## config.mk

```make
export PLATFORM = sky130hd
export DESIGN_NAME = router_fsm
export DESIGN_NICKNAME = d
export VERILOG_FILES = /design/src/rtl/router_fsm.sv
export SDC_FILE = /design/constraint.sdc
export NUM_CORES = 1
export LEC_CHECK = 0
export BUFFER_PORTS_ARGS = -buffer_cell sky130_fd_sc_hd__buf_2
export CAP_MARGIN = 20
export CORE_AREA = 2 2 39 41
export CTS_CLUSTER_DIAMETER = 150
export DETAILED_ROUTE_END_ITERATION = 8
export DIE_AREA = 0 0 41 43
export PLACE_DENSITY = 0.58
export RECOVER_POWER = 25
export SLEW_MARGIN = 10
export SYNTH_ARGS = -nofsm -noshare
export SYNTH_HDL_FRONTEND = slang
export SYNTH_SLANG_ARGS = --single-unit
```

## constraint.sdc

```tcl
create_clock -name clock -period 1.66 [get_ports clock]
set_input_delay 0.083 -clock clock [delete_from_list [all_inputs] [get_ports clock]]
set_output_delay 0.083 -clock clock [all_outputs]
set_load 0.01 [all_outputs]
```

## src/rtl/router_fsm.sv

```systemverilog
// rtl/router_fsm.sv - packet-reception controller for the 1x3 router
module router_fsm (
  input  logic       clock,
  input  logic       resetn,
  input  logic       pkt_valid,
  input  logic [1:0] data_in,
  input  logic       fifo_full,
  input  logic       fifo_empty_0,
  input  logic       fifo_empty_1,
  input  logic       fifo_empty_2,
  input  logic       soft_reset_0,
  input  logic       soft_reset_1,
  input  logic       soft_reset_2,
  input  logic       parity_done,
  input  logic       low_pkt_valid,
  output logic       detect_add,
  output logic       lfd_state,
  output logic       ld_state,
  output logic       laf_state,
  output logic       full_state,
  output logic       write_enb_reg,
  output logic       rst_int_reg,
  output logic       busy
);

  typedef enum logic [2:0] {
    DECODE_ADDRESS,
    LOAD_FIRST_DATA,
    LOAD_DATA,
    FIFO_FULL_STATE,
    LOAD_AFTER_FULL,
    LOAD_PARITY,
    CHECK_PARITY_ERROR,
    WAIT_TILL_EMPTY
  } state_t;

  state_t     state, state_nxt;
  logic [1:0] addr;
  logic       hdr_ok;
  logic       empty_hdr;
  logic       empty_addr;
  logic       soft_hit;

  // Header accepted only for a real port; address 3 is ignored.
  assign hdr_ok = pkt_valid && (data_in != 2'd3);

  always_ff @(posedge clock) begin
    if (!resetn) begin
      state <= DECODE_ADDRESS;
      addr  <= 2'd0;
    end else begin
      state <= state_nxt;
      if (state == DECODE_ADDRESS && hdr_ok)
        addr <= data_in;
    end
  end

  always_comb begin
    empty_hdr  = 1'b0;
    empty_addr = 1'b0;
    soft_hit   = 1'b0;
    case (data_in)
      2'd0:    empty_hdr = fifo_empty_0;
      2'd1:    empty_hdr = fifo_empty_1;
      2'd2:    empty_hdr = fifo_empty_2;
      default: empty_hdr = 1'b0;
    endcase
    case (addr)
      2'd0:    begin empty_addr = fifo_empty_0; soft_hit = soft_reset_0; end
      2'd1:    begin empty_addr = fifo_empty_1; soft_hit = soft_reset_1; end
      2'd2:    begin empty_addr = fifo_empty_2; soft_hit = soft_reset_2; end
      default: begin empty_addr = 1'b0;         soft_hit = 1'b0;         end
    endcase
  end

  always_comb begin
    state_nxt = state;
    if (state != DECODE_ADDRESS && soft_hit) begin
      state_nxt = DECODE_ADDRESS;
    end else begin
      case (state)
        DECODE_ADDRESS:
          if (hdr_ok) state_nxt = empty_hdr ? LOAD_FIRST_DATA : WAIT_TILL_EMPTY;
        WAIT_TILL_EMPTY:
          if (empty_addr) state_nxt = LOAD_FIRST_DATA;
        LOAD_FIRST_DATA:
          state_nxt = LOAD_DATA;
        LOAD_DATA:
          if (fifo_full)       state_nxt = FIFO_FULL_STATE;
          else if (!pkt_valid) state_nxt = LOAD_PARITY;
        FIFO_FULL_STATE:
          if (!fifo_full) state_nxt = LOAD_AFTER_FULL;
        LOAD_AFTER_FULL:
          if (parity_done)        state_nxt = DECODE_ADDRESS;
          else if (low_pkt_valid) state_nxt = LOAD_PARITY;
          else                    state_nxt = LOAD_DATA;
        LOAD_PARITY:
          state_nxt = CHECK_PARITY_ERROR;
        CHECK_PARITY_ERROR:
          state_nxt = fifo_full ? FIFO_FULL_STATE : DECODE_ADDRESS;
        default:
          state_nxt = DECODE_ADDRESS;
      endcase
    end
  end

  assign detect_add    = (state == DECODE_ADDRESS);
  assign lfd_state     = (state == LOAD_FIRST_DATA);
  assign ld_state      = (state == LOAD_DATA);
  assign laf_state     = (state == LOAD_AFTER_FULL);
  assign full_state    = (state == FIFO_FULL_STATE);
  assign rst_int_reg   = (state == CHECK_PARITY_ERROR);
  assign write_enb_reg = lfd_state || ld_state || laf_state || (state == LOAD_PARITY);
  assign busy          = !(detect_add || ld_state);

endmodule

```

==> flow_metrics.tcl <==
set metrics [dict create \
    vias_per_cell 5.427 \
    setup-violations-final 0 \
    netlist_instances 56 \
    drt_first_pass_iters 2 \
    slew_headroom_pct 76.16 \
    root_buffer "clkbuf_4" \
    ios 22 \
    grt_max_degree 12 \
    syn_to_final_growth_pct 33.71 \
    via_count 521 \
    outcome "completed" \
    insertion_delay_ns 0.24 \
    clk_pin_slew_ns 0.05 \
    drtIter0Drc 11 \
    wire_per_inst_um 11.73 \
    die_w_um 41 \
    antenna_found_initial 0 \
    yosys-top-cells-area "dfxtp_1 23%, nor2_1 5.1%, a21oi_1 4.6%, and3_1 4.3%, and3b_1 4.0%" \
    synth_edf_count 0 \
    routed_wl_mm 1.126 \
    die_area_mm2 0.001763 \
    clk_path_buf_depth 2 \
    cts_htree_levels 1 \
    antenna_cells 0 \
    syn_area_um2 437.9 \
    cp.arrival_ns 1.61 \
    yosysSeqAreaShare_pct 22.86 \
    r2r_slack_ns 0.22 \
    hpwl_um 871.2 \
    grt_setup_unrepaired "false" \
    critPathRequiredTime_ns 1.84 \
    syn_avg_cell_area_um2 7.820 \
    crit_fanout 4 \
    cts_made_buffers 3 \
    cap_viol_max_count 0 \
    fin_area_um2 585.6 \
    yosys.area.top_type_share_pct 22.86 \
    grt_pass1_vias 459 \
    yosysWarnings 0 \
    start_kind "register" \
    synth.net_count 70 \
    synthArstFlopShare_pct 0 \
    gp_congestion 0.7589 \
    skew_ns 0.005548 \
    r2r-start "addr[1]" \
    worstMarginPinSlew_ns 0.3557 \
    worstSetupStartpoint "addr[1]" \
    crit_path_end_kind "register" \
    synth_ff_type "dfxtp_1" \
    report.final.slew_viol_count 0 \
    antenna_left 0 \
    overflow 0 \
    rows 14 \
    ys_types 34 \
    yosys.area.top_type "dfxtp_1" \
    post-cts-setup-buffers 0 \
    place_area_um2 561.8 \
    drive_gt1_share_pct 37.50 \
    power.density_mw_per_mm2 1791 \
    hold_buffers 0 \
    finalCritPeriodShare_pct 86.50 \
    drc 0 \
    leakage_nw 0.2722 \
    min_period_ns 1.436 \
    grt_usage_pct 15.08 \
    place.port_buffers 21 \
    cts_resized 0 \
    mostFrequentLayoutCells "19 x buf_2, 6 x nor2_1, 5 x dfxtp_1, 4 x nand2_1, 4 x a21oi_1" \
    cts_sinks 5 \
    final_common_cell "buf_2" \
    placeableCoreArea_mm2 0.001384 \
    tritoncts "done" \
    final_nets 95 \
    initial_core_util_pct 31.65 \
    synth-seq-cells 5 \
    fmax_mhz 696.4 \
    hp-start "resetn" \
    die_h_um 43 \
    hold_viol_final 0 \
    criticalPathCategory "reg -> reg" \
    grt_pass1_wl_mm 1.842 \
    hold_path.class "in -> reg" \
    ir_drop_v 0.0008458 \
    tns_ns 0 \
]
==> state kept, by name (all words and copies together), names as in the netlist <==
name   cells
addr       2
state      3
==> power by group <==
group / switching, mW / total, mW / internal [mW]
sequential: 0.0979 / 0.266 / 0.168
clock: 0.0504 / 0.141 / 0.0909
combinational: 0.336 / 0.641 / 0.305
total: 0.485 / 1.05 / 0.564
==> worst max-delay path, cell delays in order, from the launching register on <==
cell and delay [ns]:
dfxtp_1 0.37, mux2_1 0.33, a221o_1 0.32, a22o_1 0.23
a21oi_2 0.12
==> kinds of logic (layout without fill, tap and decap cells) <==
group | Yosys count | count (layout) | share of synthesized area (%)
AOI/OAI and AO/OA | 18 | 18 | 31.43
DFF | 5 | 5 | 22.86
buffers and inverters | 5 | 29 | 4.569
and+or+nand+nor | 24 | 24 | 31.72
xor gates and xnor gates | 1 | 1 | 2.000
muxes | 3 | 3 | 7.428
==> area by class of cell <==
type	instances	area [um2]
fillers	145	798.3
multi-input cells	46	317.8
flip-flops and latches	5	100.1
clock buffers	4	26.28
repair buffers	22	110.1
well taps	16	20.02
inverters	3	11.26
==> stage by stage <==
step | util (%) | hold slack, ns | total power, mW | instances | setup WS, ns
2_1_floorplan | - | 0.2299 | 0.7032 | 56 | 0.3013
3_3_place_gp | 40.60 | 0.3655 | 0.9231 | 92 | 0.2515
3_5_place_dp | 40.60 | 0.3642 | 0.9130 | 92 | 0.2282
4_1_cts | 42.50 | 0.09588 | 1.068 | 96 | 0.2063
5_1_grt | 42.31 | 0.1080 | 1.150 | 96 | 0.1413
6_report | 42.31 | 0.1067 | 1.049 | 96 | 0.2241
==> synthesized netlist by cell type (2+ instances only) <==
cell type,number
o21ai_0,2
nor2_1,6
and3b_1,2
inv_1,3
a21oi_1,4
dfxtp_1,5
and3_1,3
nand2_1,4
nor2b_1,2
==> routing by layer <==
layer,vias up,wire length [um],global-route usage [%]
met5,-,0,0
met4,0,0,2.000
met3,0,112,6.283
met2,25,516,24.38
met1,240,496,18.39
li1,256,-,-
==> worst paths after layout <==
kind              endpoint  cells past startpoint
hold / removal     addr[1]                      2
hold reg to reg    addr[1]                      1
setup reg to reg  state[2]                      4
setup / recovery  state[2]                      4
No activity file was read; power rests on OpenSTA's default activity.
